<file path="src/rtl/uart_16550_wb.sv">
// uart_16550_wb: Wishbone-slave 16550-style UART. Register file, TX/RX FIFOs,
// baud tick generator and fixed-format 8N1 transmit/receive engines.
module uart_16550_wb #(
   parameter logic [31:0] BASE_ADDR  = 32'h1250_0000,
   parameter int unsigned REG_SHIFT  = 0,
   parameter int unsigned FIFO_DEPTH = 16,
   parameter logic [15:0] DIV_RESET  = 16'd1,
   parameter int unsigned OVERSAMPLE = 16
) (
   input  logic        CLK_I,
   input  logic        RST_I,
   input  logic [31:0] ADR_I,
   input  logic [31:0] DAT_I,
   output logic [31:0] DAT_O,
   input  logic        WE_I,
   input  logic [3:0]  SEL_I,
   input  logic        STB_I,
   input  logic        CYC_I,
   output logic        ACK_O,
   output logic        INT_O,
   input  logic        RXD,
   output logic        TXD
);
   localparam int unsigned AW = $clog2(FIFO_DEPTH);
   localparam int unsigned OW = (OVERSAMPLE > 1) ? $clog2(OVERSAMPLE) : 1;
   localparam logic [OW-1:0] OsLast = OW'(OVERSAMPLE - 1);
   localparam logic [OW-1:0] OsHalf = OW'(OVERSAMPLE / 2 - 1);
   localparam int unsigned TrigQ = (FIFO_DEPTH / 4 > 0) ? FIFO_DEPTH / 4 : 1;
   localparam int unsigned TrigH = (FIFO_DEPTH / 2 > 0) ? FIFO_DEPTH / 2 : 1;
   localparam int unsigned TrigF = (FIFO_DEPTH > 2) ? FIFO_DEPTH - 2 : 1;

   typedef enum logic [1:0] {StIdle, StStart, StData, StStop} state_e;

   // Register file
   logic [1:0]  ier_q, fcr_trig_q;
   logic [7:0]  lcr_q, mcr_q, scr_q, dll_q, dlm_q, dat_q;
   logic        ack_q, int_q, ovr_q, thre_q, thre_d, tx_was_empty_q;
   // FIFOs
   logic [7:0]  tx_mem [FIFO_DEPTH];
   logic [7:0]  rx_mem [FIFO_DEPTH];
   logic [AW:0] tx_wr_q, tx_rd_q, rx_wr_q, rx_rd_q, rx_count, rx_trig;
   // Baud and engines
   logic [15:0] baud_cnt_q, div_eff;
   state_e      tx_st_q, rx_st_q;
   logic [OW-1:0] tx_os_q, rx_os_q;
   logic [2:0]  tx_bit_q, rx_bit_q;
   logic [7:0]  tx_sh_q, rx_sh_q;
   logic        txd_q, rx_s1_q, rx_s2_q, rx_prev_q;

   logic [2:0]  idx;
   logic [7:0]  rdata, iir, lsr;
   logic        valid, wr, rd, dlab, tick;
   logic        thr_wr, dll_wr, dlm_wr, ier_wr, fcr_wr, rbr_rd, iir_rd, lsr_rd;
   logic        tx_empty, tx_full, tx_push, tx_pop;
   logic        rx_empty, rx_full, rx_pop, rx_push_req, rx_accept, rx_overrun;
   logic        rx_int, thre_int, rx_in;
   logic        unused_bits;

   assign idx    = ADR_I[REG_SHIFT+2:REG_SHIFT];
   assign valid  = STB_I & CYC_I & SEL_I[0] & (ADR_I[31:8] == BASE_ADDR[31:8]) & ~ack_q;
   assign wr     = valid & WE_I;
   assign rd     = valid & ~WE_I;
   assign dlab   = lcr_q[7];
   assign thr_wr = wr & (idx == 3'd0) & ~dlab;
   assign dll_wr = wr & (idx == 3'd0) & dlab;
   assign dlm_wr = wr & (idx == 3'd1) & dlab;
   assign ier_wr = wr & (idx == 3'd1) & ~dlab;
   assign fcr_wr = wr & (idx == 3'd2);
   assign rbr_rd = rd & (idx == 3'd0) & ~dlab;
   assign iir_rd = rd & (idx == 3'd2);
   assign lsr_rd = rd & (idx == 3'd5);

   assign tx_empty = tx_wr_q == tx_rd_q;
   assign tx_full  = (tx_wr_q[AW] != tx_rd_q[AW]) && (tx_wr_q[AW-1:0] == tx_rd_q[AW-1:0]);
   assign rx_empty = rx_wr_q == rx_rd_q;
   assign rx_full  = (rx_wr_q[AW] != rx_rd_q[AW]) && (rx_wr_q[AW-1:0] == rx_rd_q[AW-1:0]);
   assign rx_count = rx_wr_q - rx_rd_q;

   assign tx_push    = thr_wr & ~tx_full;
   assign tx_pop     = tick & ~tx_empty &
                       ((tx_st_q == StIdle) | ((tx_st_q == StStop) & (tx_os_q == OsLast)));
   assign rx_pop     = rbr_rd & ~rx_empty;
   assign rx_push_req = tick & (rx_st_q == StStop) & (rx_os_q == OsLast) & rx_s2_q;
   // A pop in the same cycle frees the slot the push needs.
   assign rx_accept  = rx_push_req & (~rx_full | rx_pop);
   assign rx_overrun = rx_push_req & rx_full & ~rx_pop;

   assign div_eff = ({dlm_q, dll_q} == 16'd0) ? 16'd1 : {dlm_q, dll_q};
   assign tick    = baud_cnt_q == div_eff - 16'd1;

   assign rx_int   = ier_q[0] & (rx_count >= rx_trig);
   assign thre_int = ier_q[1] & thre_q;
   assign iir      = rx_int ? 8'hC4 : (thre_int ? 8'hC2 : 8'hC1);
   assign lsr      = {1'b0, tx_empty & (tx_st_q == StIdle), tx_empty, 3'b000, ovr_q, ~rx_empty};
   assign rx_in    = mcr_q[4] ? txd_q : RXD;

   assign DAT_O = {24'h0, dat_q};
   assign ACK_O = ack_q;
   assign INT_O = int_q;
   assign TXD   = mcr_q[4] ? 1'b1 : txd_q;
   assign unused_bits = ^{ADR_I[7:0], DAT_I[31:8], SEL_I[3:1]};

   // RX trigger level from FCR[7:6]
   always_comb begin
      case (fcr_trig_q)
         2'd0:    rx_trig = (AW+1)'(1);
         2'd1:    rx_trig = (AW+1)'(TrigQ);
         2'd2:    rx_trig = (AW+1)'(TrigH);
         default: rx_trig = (AW+1)'(TrigF);
      endcase
   end

   // Read data mux
   always_comb begin
      rdata = 8'h00;
      case (idx)
         3'd0:    rdata = dlab ? dll_q : (rx_empty ? 8'h00 : rx_mem[rx_rd_q[AW-1:0]]);
         3'd1:    rdata = dlab ? dlm_q : {6'b0, ier_q};
         3'd2:    rdata = iir;
         3'd3:    rdata = lcr_q;
         3'd4:    rdata = mcr_q;
         3'd5:    rdata = lsr;
         3'd6:    rdata = 8'h00;
         default: rdata = scr_q;
      endcase
   end

   // THRE pending: clears on THR write or reporting IIR read, sets on empty transitions
   always_comb begin
      thre_d = thre_q;
      if (thr_wr || (iir_rd && iir == 8'hC2)) thre_d = 1'b0;
      if ((tx_empty && !tx_was_empty_q) || (ier_wr && DAT_I[1] && !ier_q[1] && tx_empty))
         thre_d = 1'b1;
   end

   // Bus response, control registers and interrupt output
   always_ff @(posedge CLK_I) begin
      if (RST_I) begin
         ack_q <= 1'b0;  dat_q <= 8'h00;  int_q <= 1'b0;
         ier_q <= 2'b00; lcr_q <= 8'h03;  mcr_q <= 8'h00; scr_q <= 8'h00;
         dll_q <= DIV_RESET[7:0]; dlm_q <= DIV_RESET[15:8]; fcr_trig_q <= 2'b00;
         ovr_q <= 1'b0;  thre_q <= 1'b0;  tx_was_empty_q <= 1'b1;
      end else begin
         ack_q <= valid;
         dat_q <= rd ? rdata : 8'h00;
         int_q <= rx_int | thre_int;
         thre_q <= thre_d;
         tx_was_empty_q <= tx_empty;
         if (ier_wr) ier_q <= DAT_I[1:0];
         if (dll_wr) dll_q <= DAT_I[7:0];
         if (dlm_wr) dlm_q <= DAT_I[7:0];
         if (fcr_wr) fcr_trig_q <= DAT_I[7:6];
         if (wr && idx == 3'd3) lcr_q <= DAT_I[7:0];
         if (wr && idx == 3'd4) mcr_q <= DAT_I[7:0];
         if (wr && idx == 3'd7) scr_q <= DAT_I[7:0];
         if (rx_overrun) ovr_q <= 1'b1;
         else if (lsr_rd || (fcr_wr && DAT_I[1])) ovr_q <= 1'b0;
      end
   end

   // FIFO pointers; a flush overrides any push/pop in the same cycle
   always_ff @(posedge CLK_I) begin
      if (RST_I || (fcr_wr && DAT_I[2])) begin
         tx_wr_q <= '0; tx_rd_q <= '0;
      end else begin
         if (tx_push) tx_wr_q <= tx_wr_q + 1'b1;
         if (tx_pop)  tx_rd_q <= tx_rd_q + 1'b1;
      end
      if (RST_I || (fcr_wr && DAT_I[1])) begin
         rx_wr_q <= '0; rx_rd_q <= '0;
      end else begin
         if (rx_accept) rx_wr_q <= rx_wr_q + 1'b1;
         if (rx_pop)    rx_rd_q <= rx_rd_q + 1'b1;
      end
   end

   // FIFO storage
   always_ff @(posedge CLK_I) begin
      if (tx_push)   tx_mem[tx_wr_q[AW-1:0]] <= DAT_I[7:0];
      if (rx_accept) rx_mem[rx_wr_q[AW-1:0]] <= rx_sh_q;
   end

   // Baud tick counter, restarted on divisor writes
   always_ff @(posedge CLK_I) begin
      if (RST_I || dll_wr || dlm_wr || tick) baud_cnt_q <= 16'd0;
      else                                   baud_cnt_q <= baud_cnt_q + 16'd1;
   end

   // TX engine: 8N1, LSB first, back-to-back frames without idle gap
   always_ff @(posedge CLK_I) begin
      if (RST_I) begin
         tx_st_q <= StIdle; tx_os_q <= '0; tx_bit_q <= 3'd0; tx_sh_q <= 8'h00; txd_q <= 1'b1;
      end else if (tick) begin
         case (tx_st_q)
            StIdle: if (!tx_empty) begin
               tx_sh_q <= tx_mem[tx_rd_q[AW-1:0]]; txd_q <= 1'b0; tx_os_q <= '0; tx_st_q <= StStart;
            end
            StStart: if (tx_os_q == OsLast) begin
               tx_os_q <= '0; tx_bit_q <= 3'd0; txd_q <= tx_sh_q[0]; tx_st_q <= StData;
            end else tx_os_q <= tx_os_q + 1'b1;
            StData: if (tx_os_q == OsLast) begin
               tx_os_q <= '0;
               if (tx_bit_q == 3'd7) begin
                  txd_q <= 1'b1; tx_st_q <= StStop;
               end else begin
                  txd_q <= tx_sh_q[1]; tx_sh_q <= tx_sh_q >> 1; tx_bit_q <= tx_bit_q + 3'd1;
               end
            end else tx_os_q <= tx_os_q + 1'b1;
            default: if (tx_os_q == OsLast) begin
               tx_os_q <= '0;
               if (!tx_empty) begin
                  tx_sh_q <= tx_mem[tx_rd_q[AW-1:0]]; txd_q <= 1'b0; tx_st_q <= StStart;
               end else tx_st_q <= StIdle;
            end else tx_os_q <= tx_os_q + 1'b1;
         endcase
      end
   end

   // RXD synchroniser plus previous sample for falling-edge detection
   always_ff @(posedge CLK_I) begin
      if (RST_I) begin
         rx_s1_q <= 1'b1; rx_s2_q <= 1'b1; rx_prev_q <= 1'b1;
      end else begin
         rx_s1_q <= rx_in; rx_s2_q <= rx_s1_q; rx_prev_q <= rx_s2_q;
      end
   end

   // RX engine: mid-bit sampling, glitch rejection on the start bit
   always_ff @(posedge CLK_I) begin
      if (RST_I) begin
         rx_st_q <= StIdle; rx_os_q <= '0; rx_bit_q <= 3'd0; rx_sh_q <= 8'h00;
      end else begin
         case (rx_st_q)
            StIdle: if (rx_prev_q && !rx_s2_q) begin
               rx_os_q <= '0; rx_st_q <= StStart;
            end
            StStart: if (tick) begin
               if (rx_os_q == OsHalf) begin
                  rx_os_q <= '0; rx_bit_q <= 3'd0;
                  rx_st_q <= rx_s2_q ? StIdle : StData;
               end else rx_os_q <= rx_os_q + 1'b1;
            end
            StData: if (tick) begin
               if (rx_os_q == OsLast) begin
                  rx_os_q <= '0; rx_sh_q <= {rx_s2_q, rx_sh_q[7:1]};
                  if (rx_bit_q == 3'd7) rx_st_q <= StStop;
                  else rx_bit_q <= rx_bit_q + 3'd1;
               end else rx_os_q <= rx_os_q + 1'b1;
            end
            default: if (tick) begin
               if (rx_os_q == OsLast) begin
                  rx_os_q <= '0; rx_st_q <= StIdle;
               end else rx_os_q <= rx_os_q + 1'b1;
            end
         endcase
      end
   end

endmodule

</file>
<file path="config.mk">
export PLATFORM = sky130hd
export DESIGN_NAME = uart_16550_wb
export DESIGN_NICKNAME = d
export VERILOG_FILES = /design/src/rtl/uart_16550_wb.sv
export SDC_FILE = /design/constraint.sdc
export NUM_CORES = 1
export LEC_CHECK = 0
export CAP_MARGIN = 5
export CORE_UTILIZATION = 54
export DETAILED_ROUTE_END_ITERATION = 12
export GPL_TIMING_DRIVEN = 0
export PLACE_DENSITY = 0.78
export RECOVER_POWER = 50
export SETUP_SLACK_MARGIN = 0.2
export SYNTH_ARGS = -nofsm -noshare
export SYNTH_HDL_FRONTEND = slang
export SYNTH_SLANG_ARGS = --single-unit
</file>
<file path="constraint.sdc">
create_clock -name CLK_I -period 3.95 [get_ports CLK_I]
set_input_delay 0.79 -clock CLK_I [delete_from_list [all_inputs] [get_ports CLK_I]]
set_output_delay 0.79 -clock CLK_I [all_outputs]
set_load 0.01 [all_outputs]
</file>
==> qor_table.md <==
| Stage | Metric | This run |
|---|---|---|
| status | Status | finished, final reports clean |
| die | Starting Density | 54.85% |
| layout | Final-layout fill cell count | 2107 |
| timing | Final-report hold violation count | 0 |
| power | Worst IR Drop VDD | 0.3612 mV |
| die | Overall die height | 181.0 um |
| power | Leak pwr | 6.969 nW |
| timing | Fin crit share | 96.59% |
| place | Post-placement worst setup slack | -0.9717 ns |
| drt | Count of vias placed by the detailed router | 11280 |
| timing | Slew of the pin with the lowest slew margin | 1.140 ns |
| grt | Met3 Track Usage GR | 5.382% |
| layout | Fraction of final layout cells sized beyond drive strength 1 | 21.19% |
| critical path | Start-to-end type of the worst setup path | flop to flop |
| synth | Commonest register cell after synthesis | edfxtp_1 |
| grt | Met2 track utilization from global routing | 41.93% |
| flow run | Number of maximum-capacitance constraint violations | 0 |
| place | Weighted congestion at the end of routability-driven global placement | 0.8972 |
| layout | Post-layout nets | 1550 |
| clock tree | Clock transition at the registers of the reported paths | 0.06 ns |
| critical path | Worst endpoint required time | 4.21 ns |
| critical path | Critical Path Start Type | flop |
| synth | Ys Warns | 0 |
| timing | Worst Clk Skew | 0.02706 ns |
| critical path | Crit. End Element | flop |
| die | Placeable core area | 31560 sq um |
| grt | Wire length of the first global-routing pass | 63900 um |
| hold path | Hold-critical path depth | 1 |
| timing | Slack of the critical path | 0.1349 ns |
| place | Cell Area, Placed | 18550 sq um |
| synth | Flip-flop and latch count after synthesis | 395 |
| critical path | CP max FO | 8 |
| clock tree | Number of CTS-inserted buffers | 42 |
| synth | Post-Syn Instances | 1275 |
| grt | Number of global-route vias before repair | 11150 |
| grt | Global-route usage over all layers | 25.65% |
| layout | Final design utilization | 66.12% |
| clock tree | Number of clock sinks seen by CTS | 395 |
| timing | Smallest hold slack | 0.4217 ns |
| drt | Detail-routed net length per standard cell | 22.41 um |
| synth | Summed instance area of the synthesized netlist | 17310 sq um |
| timing | Number of setup violations in the final report | 0 |
| drt | Post-route antenna net violation count | 0 |
| grt | Largest net degree at the start of global routing | 23 |
| die | Width of the die | 181.0 um |
| power | Power Dens Cells | 434.4 nW/um^2 |
| drt | Final WL | 42130 um |
| drt | Initial DRC Count | 1087 |
| grt | Antenna violations before repair | 2 |
| clock tree | Source-to-sink clock delay at the later pin of the worst-skew pair | 0.56 ns |
| critical path | Startpoint of the worst register-to-register path | dll_q[5]$_SDFFE_PP0P_ |
| layout | Final Instance Area | 20860 sq um |
| critical path | Arr. time, crit path | 4.07 ns |
| timing | Worst slew slack as a fraction of its limit | 23.77% |
| place | I/O Buffers | 51 |
| die | Total number of placement rows | 65 |
| critical path | Worst R2R End | rx_mem[1][4]$_DFFE_PP_ |
| grt | GRT Residual Overflow | 0 |
| timing | Setup repair after global routing missed its margin | true |
| clock tree | CTS tree | done |
| die | Die area | 32770 sq um |
| synth | Sequential fraction of the synthesis area | 60.50% |
| grt | Most heavily used metal layer in global routing | met2 |
| synth | Mapped Avg Cell Area | 13.57 sq um |
| clock tree | Maximum buffer depth of the clock tree | 3 |
| power | Pwr Total | 9.063 mW |
| hold path | Worst Min Path Start | rx_s1_q$_SDFF_PP1_ |
| hold path | Hold crit path type | flop to flop |
| critical path | Worst Reg2Reg Path Length in Cells | 19 |
| layout | Area Growth Syn to Fin | 20.55% |
| timing | Min Clock Period, post-route | 3.815 ns |
| synth | Number of enable-type register cells in the synthesized netlist | 256 |
| synth | Distinct cell type count after synthesis | 77 |
| drt | Number of vias per cell | 5.998 |
| timing | Top achievable clock speed | 0.2621 GHz |
| timing | Slew Viols, Final | 0 |
| hold path | Worst hold path endpoint | rx_s2_q$_SDFF_PP1_ |
| die | I/O Pins | 109 |
| clock tree | Clk Tree Root Cell | clkbuf_16 |
| clock tree | H-tree depth reported by CTS | 2 |
| synth | Proportion of synthesized flip-flops having asynchronous set or reset | 0% |
| drt | Number of detailed-route iterations in the first pass | 6 |
| place | Placed wire-length estimate after detailed placement | 26420 um |
| grt | Met1 routing resource usage after global routing | 34.17% |
| drt | DRC violations left | 0 |
| critical path | Reg2reg setup slack | 0.13 ns |
[per-stage QoR]
| stage | TNS (ns) | instances |
|---|---|---|
| floorplan | 0 | 1298 |
| global route | 0 | 1879 |
| CTS | 0 | 1863 |
| global placement | -129.52 | 1751 |
| detailed placement | -144.47 | 1754 |
| finish | 0 | 1880 |
[cells by family (layout without fill, tap and decap cells)]
family                     after synthesis  count (layout)  synth area share, %
DFF                                    395             395                60.50
and+or+nand+nor                        379             380                11.33
AOI/OAI and AO/OA                      153             153                5.675
muxes                                  147             147                14.13
buffers and inverters                  114             292                3.210
xor gates and xnor gates                54              54                2.776
adders and majority gates               32              32                2.357
other                                    1              25              0.02167
[worst max-delay path by stage]
stage / from / to / cells past startpoint
after detailed placement: ADR_I[16] / tx_mem[3][5]$_DFFE_PP_ / 8
after CTS: dlm_q[0]$_SDFFE_PP0P_ / rx_mem[15][3]$_DFFE_PP_ / 16
final: dll_q[5]$_SDFFE_PP0P_ / rx_mem[1][4]$_DFFE_PP_ / 19
after floorplan: dlm_q[1]$_SDFFE_PP0P_ / rx_wr_q[4]$_SDFFE_PP0P_ / 15
after global routing: ADR_I[9] / tx_mem[7][2]$_DFFE_PP_ / 8
after global placement: ADR_I[25] / tx_mem[3][5]$_DFFE_PP_ / 8
[worst max-delay path, cell delays in order (launching register included)]
cell and delay (ns):
dfxtp_2 0.31, buf_6 0.11, nor4_4 0.27, and4_1 0.23
buf_6 0.12, a21oi_4 0.06, ha_4 0.18, nor3b_4 0.17
and3_4 0.18, buf_6 0.11, o21ai_4 0.15, a31oi_4 0.13
or2_4 0.27, buf_12 0.14, nor4b_4 0.29, buf_6 0.18
buf_8 0.15, nand2_8 0.08, nor3_4 0.17, buf_12 0.19
[layer usage]
metal	up-vias	share of wire, %
met5	-	0.031
met4	2	3.1
met3	107	7.7
met2	475	48
met1	5599	41
li1	5093	-
[report_power, final]
| part | total, mW | switching (mW) | internal, mW |
|---|---|---|---|
| logic | 0.707 | 0.390 | 0.317 |
| clock network | 3.92 | 1.66 | 2.26 |
| registers | 4.44 | 0.0308 | 4.41 |
| total | 9.06 | 2.08 | 6.98 |
[layout by cell type, fill, tap and decap left out, types with 30 or more instances in the layout]
cell type,n
nand3_1,45
nor2_1,119
clkbuf_16,43
dfxtp_1,129
edfxtp_1,256
o21ai_0,34
ha_1,30
clkdlybuf4s50_1,31
nand2_1,61
a21oi_1,52
buf_4,46
mux4_2,77
mux2i_1,61
clkbuf_1,52
[Yosys cell counts (4+ instances only)]
| library cell | n | area, sq um |
|---|---|---|
| mux2_2 | 9 | 101.4 |
| nor4_1 | 7 | 43.79 |
| ha_1 | 31 | 387.9 |
| a211o_1 | 4 | 35.03 |
| a211oi_1 | 5 | 37.54 |
| a221oi_1 | 5 | 43.79 |
| nand3_1 | 45 | 225.2 |
| inv_1 | 28 | 105.1 |
| xor2_1 | 28 | 245.2 |
| or2_2 | 5 | 31.28 |
| buf_1 | 15 | 56.30 |
| nor3b_1 | 4 | 30.03 |
| nor2b_1 | 12 | 75.07 |
| or3_1 | 7 | 43.79 |
| mux2i_1 | 61 | 610.6 |
| edfxtp_1 | 256 | 7687 |
| nand4_1 | 10 | 62.56 |
| xnor2_1 | 25 | 219.0 |
| nand2b_1 | 16 | 100.1 |
| mux4_2 | 77 | 1734 |
| and2_1 | 4 | 25.02 |
| nand2_1 | 65 | 244.0 |
| nor4_4 | 4 | 85.08 |
| o21ai_0 | 36 | 180.2 |
| buf_4 | 27 | 202.7 |
| dfxtp_1 | 139 | 2783 |
| a31oi_1 | 5 | 31.28 |
| nor3_1 | 28 | 140.1 |
| nor4b_1 | 4 | 35.03 |
| a31o_2 | 5 | 43.79 |
| and3_1 | 9 | 56.30 |
| nand3b_1 | 5 | 37.54 |
| clkbuf_1 | 38 | 142.6 |
| nor2_1 | 134 | 503.0 |
| and4_1 | 4 | 35.03 |
| a21oi_1 | 54 | 270.3 |
| a21o_1 | 9 | 67.56 |
[area by class of cell]
class                      count  area, sq um  share of cell area [%]
inverter                      28        105.1                  0.5037
clock inverter                18        198.9                  0.9535
multi-input combinational    790         6755                   32.38
buffer                        86        505.5                   2.423
tap                          402        503.0                   2.411
clock buffer                  59         1186                   5.685
antenna                        1        2.502                 0.01199
timing repair buffer         101         1125                   5.391
sequential                   395        10480                   50.24
[what timing repair did]
| action | 4_1_cts | 5_1_grt |
|---|---|---|
| hold buffers | 0 | 0 |
| pin swaps | 30 | 25 |
| endpoints found under the setup margin | 267 | 263 |
| resized for setup | 58 | 27 |
| setup buffers | 31 | 16 |
| hold endpoints to repair | 0 | 0 |
| gates cloned | 1 | 0 |
No activity file was read; power rests on OpenSTA's default activity.
==> patch 1 (same flow settings) <==
The parameter `FIFO_DEPTH` goes from 16 to 32.
--- a/src/rtl/uart_16550_wb.sv
+++ b/src/rtl/uart_16550_wb.sv
@@ -3,7 +3,7 @@
 module uart_16550_wb #(
    parameter logic [31:0] BASE_ADDR  = 32'h1250_0000,
    parameter int unsigned REG_SHIFT  = 0,
-   parameter int unsigned FIFO_DEPTH = 16,
+   parameter int unsigned FIFO_DEPTH = 32,
    parameter logic [15:0] DIV_RESET  = 16'd1,
    parameter int unsigned OVERSAMPLE = 16
 ) (
Check against the original RTL: no difference found for any inputs over 4 cycles, from zero or initial values and one cycle with RST_I high; that may be too few to reach the edited logic, so the function may still have changed.
==> patch 1 against the original RTL <==
The run now ends with capacitance limit, slew limit left; power rose by 63%; largest cell class unchanged; critical path depth shrank 5; combinational power is 35% higher; first-iteration DRC count grew 77%; setup slack improved by 0.11 ns; design area up 55%; core utilization is 1.9 points lower; wire length rose by 59%; sequential cell count is 262 higher; synthesized cell count rose by 38%; area after synthesis grew 59%; clock skew barely moved.
==> patch 1: results (changes against the original RTL) <==
outcome:
  outcome: "complete, but fails checks"
  violations: "capacitance limit, slew limit"
cells_and_area:
  clock_area_share_pct: 6.744  # +0.11 points
  clock_buffers: 84  # +42%
  fillers: 3396  # +61%
  nNonClkBuffers: 201  # +7.5%
  drive_above_1_share_pct: 22.03  # +0.84 points
  fin_nets: 2051  # +32%
  final_area_mm2: 0.03226  # +55%
  seq_share_pct: 56.66  # +6.4 points
  inverters: 27  # -3.6%
  diodes: 0  # -1
  bufAreaShareNonClock_pct: 4.860  # -3.0 points
synthesis:
  muxShareOfSynthArea_pct: 15.55  # +1.4 points
  synth.distinct_cells: 76  # -1.3%
  ys_top_cells_by_area: "edfxtp_1 56%, mux4_2 12%, dfxtp_1 11%, mux2i_1 2.9%, nor2_1 2.5%"
  synth_xor_area_share_pct: 1.831  # -0.94 points
  ys_top_cells_by_count: "512 x edfxtp_1, 184 x nor2_1, 151 x mux4_2, 145 x dfxtp_1, 98 x nand2_1"
  yosysSeqAreaShare_pct: 66.38  # +5.9 points
  synth_edf_count: 512  # +100%
pwr:
  p_leak_uw: 0.01074  # +54%
  internal_power_uw: 11440  # +64%
  ir_drop_uv: 358.1  # -0.84%
route:
  dr.first_iter.drc_count: 1920  # +77%
  route.met2.wl_um: 32820  # +61%
  vias_per_cell: 6.229  # +3.9%
  drt-met1-wl_um: 25980  # +51%
clock_tree:
  cts.htree.levels: 3  # +1
  cts_buffers: 68  # +62%
  clock_latency_ns: 0.62  # +0.06 ns
  cts_sinks: 657  # +66%
global_routing:
  antenna_found_initial: 1  # -1
  use_met3_pct: 5.175  # -0.21 points
  grt_usage_pct: 26.39  # +0.75 points
  grt_pass1_vias: 16980  # +52%
  grt_pass1_wl_um: 103200  # +61%
  grt_max_degree: 40  # +74%
placed_design:
  port_buffers: 48  # -5.9%
  dp.final_hpwl_um: 40380  # +53%
  placed_cell_area_mm2: 0.02896  # +56%
  place_congestion: 0.9131  # +1.8%
flow_run:
  cap_violations: 5  # +5
sta:
  worst_pin_slew_ns: 2.243  # +1.103 ns
  finalClockSkew_ns: 0.02700  # -0.00006140 ns
  slew_violations: 193  # +193
setup_path:
  cpMaxStageDelayCell: "dfxtp_1"
  path_delay_family: "simple AND/OR/NAND/NOR gates"
  worstPathArrival_ns: 4.02  # -0.05 ns
## patch 1: cell count changes in the layout (fill, tap and decap cells not counted), sizes merged, moves of 12 or more
cell / unedited run / this run
edfxtp: 256 / 512
nor2: 134 / 184
mux2i: 61 / 79
nand4: 11 / 23
nand2: 65 / 99
clkinv: 9 / 30
mux4: 77 / 151
clkbuf: 104 / 158
nor3: 29 / 15
## patch 1: path summary, 6_finish.rpt
| kind | cells after the start | startpoint | endpoint | slack, ns |
|---|---|---|---|---|
| worst max-delay path | 14 | dll_q[0] | rx_mem[9][4] | 0.25 |
| worst min-delay path | 1 | rx_s1_q | rx_s2_q | 0.41 |
| worst max register to register | 14 | dll_q[0] | rx_mem[9][4] | 0.25 |
| worst min register to register | 1 | rx_s1_q | rx_s2_q | 0.41 |
## patch 1: per-stage QoR
| step | hold slack [ns] | cells | worst slack [ns] | power (uW) |
|---|---|---|---|---|
| floorplan | 0.3895 | 1788 | 0.2144 | 8258 |
| global placement | 0.3979 | 2508 | -0.9800 | 8534 |
| detailed placement | 0.3940 | 2510 | -1.009 | 8563 |
| CTS | 0.4081 | 2664 | 0.1316 | 14770 |
| global route | 0.4249 | 2669 | 0.06690 | 15140 |
| finish | 0.4072 | 2669 | 0.2487 | 14730 |
## patch 1: power groups by stage
stage          combinational, uW  sequential, uW  clock [uW]
6_report                     954            7460        6310
5_1_grt                     1020            7460        6650
4_1_cts                      965            7460        6350
3_5_place_dp                 956            7610           0
3_3_place_gp                 926            7610           0
2_1_floorplan                660            7600           0
## patch 1: timing repair
action	4_1_cts	5_1_grt
setup buffers	30	3
pin swaps	29	14
endpoints found under the setup margin	578	573
gates resized for setup	139	40
==> patch 2 (config.mk and constraints unchanged) <==
Without the edit above. `dat_q` no longer has a reset.
--- a/src/rtl/uart_16550_wb.sv
+++ b/src/rtl/uart_16550_wb.sv
@@ -136,13 +136,12 @@
    // Bus response, control registers and interrupt output
    always_ff @(posedge CLK_I) begin
       if (RST_I) begin
-         ack_q <= 1'b0;  dat_q <= 8'h00;  int_q <= 1'b0;
+         ack_q <= 1'b0;  int_q <= 1'b0;
          ier_q <= 2'b00; lcr_q <= 8'h03;  mcr_q <= 8'h00; scr_q <= 8'h00;
          dll_q <= DIV_RESET[7:0]; dlm_q <= DIV_RESET[15:8]; fcr_trig_q <= 2'b00;
          ovr_q <= 1'b0;  thre_q <= 1'b0;  tx_was_empty_q <= 1'b1;
       end else begin
          ack_q <= valid;
-         dat_q <= rd ? rdata : 8'h00;
          int_q <= rx_int | thre_int;
          thre_q <= thre_d;
          tx_was_empty_q <= tx_empty;
@@ -156,6 +155,10 @@
          if (rx_overrun) ovr_q <= 1'b1;
          else if (lsr_rd || (fcr_wr && DAT_I[1])) ovr_q <= 1'b0;
       end
+   end
+
+   always_ff @(posedge CLK_I) begin
+      dat_q <= rd ? rdata : 8'h00;
    end
 
    // FIFO pointers; a flush overrides any push/pop in the same cycle
Behaviour: not the same (a bounded check fails within 4 cycles, from zero or initial values and one cycle with RST_I high).
==> patch 2 against the original RTL <==
The run now ends with setup timing left; area after synthesis shrank 0.73%; design area shrank 0.65%; non-clock buffer count shrank 4; combinational power grew 31%; die area shrank 0.72%; power grew 3.3%; fmax shrank 13%; first-iteration DRC count grew 5.3%; sequential cell count is the same; wire length shrank 1.5%; sequential share of layout area grew 0.30 points; global-route usage is essentially flat; count of clock-buffer cells in the layout shrank 8; largest power group unchanged; setup slack lost 0.56 ns.
==> patch 2: results (changes against the original RTL) <==
pwr:
  p_leak_uw: 0.007290  # +4.6%
  pg_clk_uw: 3970  # +1%
  ir_drop_uv: 416.9  # +15%
  p_per_area_mw_per_mm2: 451.5  # +3.9%
clock_tree:
  post_cts_resized: 72  # +24%
  post_cts_buffers: 26  # -16%
  cts_buffers: 41  # -2.4%
cells_and_area:
  multi_input_area_share_pct: 32.65  # +0.27 points
  seq_share_pct: 50.54  # +0.30 points
  nNonClkBuffers: 183  # -2.1%
  clock_area_share_pct: 6.791  # +0.15 points
  inverters: 26  # -7.1%
  diodes: 0  # -1
  multi_input_cells: 795  # +0.63%
  clock_buffers: 51  # -14%
  regArea_mm2: 0.01048  # about the same
  fillers: 2125  # +0.85%
  bufAreaShareNonClock_pct: 7.153  # -0.66 points
  fin_nets: 1548  # -0.13%
setup_path:
  r2r-start: "dll_q[4]"
  crit_fanout: 4  # -4
  cpMaxStageDelayCell: "or4b_4"
  crit_required_ns: 4.22  # about the same
  worst_path_largest_cell_delay_ns: 0.64  # +0.33 ns
sta:
  fin_ws_ns: -0.4224  # -0.5572 ns
  finalClockSkew_ns: 0.02050  # -0.006562 ns
  whs_ns: 0.4267  # +0.004973 ns
  setup_viol: 131  # +131
  slew_headroom_pct: 22.69  # -1.1 points
  finalSetupTns_ns: -45.04  # -45.04 ns
route:
  num_vias: 11270  # -0.071%
  dr.first_iter.drc_count: 1145  # +5.3%
outcome:
  violations: "setup timing"
  outcome: "complete, but fails checks"
global_routing:
  antenna_found_initial: 0  # -2
  grt_pass1_vias: 11590  # +3.9%
  grt_pass1_wl_um: 64600  # +1.1%
placed_design:
  place_congestion: 0.9329  # +4.0%
  port_buffers: 49  # -3.9%
  dpl.cell_count: 1749  # -0.29%
  place_ws_ns: -1.154  # -0.1827 ns
synthesis:
  syn_inst: 1281  # +0.47%
  yosysSeqAreaShare_pct: 60.94  # +0.44 points
  synth.distinct_cells: 62  # -19%
floorplanning:
  fp.coreArea_mm2: 0.03091  # -2.0%
-- patch 2: cell count changes after synthesis, sizes merged, moves of 7 or more --
| cell | delta |
|---|---|
| nand3 | -25 |
| nand2 | +20 |
| and3 | +18 |
| clkbuf | +12 |
| or4 | +11 |
| buf | -10 |
| mux2i | +10 |
| nand2b | -7 |
-- patch 2: cells by family (layout without fill, tap and decap cells) --
family,Yosys count,in the layout,synth area share [%]
compound gates,140,140,4.865
xor+xnor,50,50,2.549
simple gates,392,392,11.32
buf+inv,114,285,3.044
other cells,1,24,0.02183
mux,157,157,14.89
fa+ha+maj,32,32,2.374
flops,395,395,60.94
-- patch 2: per-layer routing --
metal  part of all wire (%)  GRT usage [%]  vias up  routed length [um]
li1                       -              -     5088                   -
met5                      0              0        -                   0
met4                    3.1          8.513        0                1284
met2                     51          44.43      484               21090
met3                    6.7          4.204      104                2765
met1                     39          32.92     5592               16370
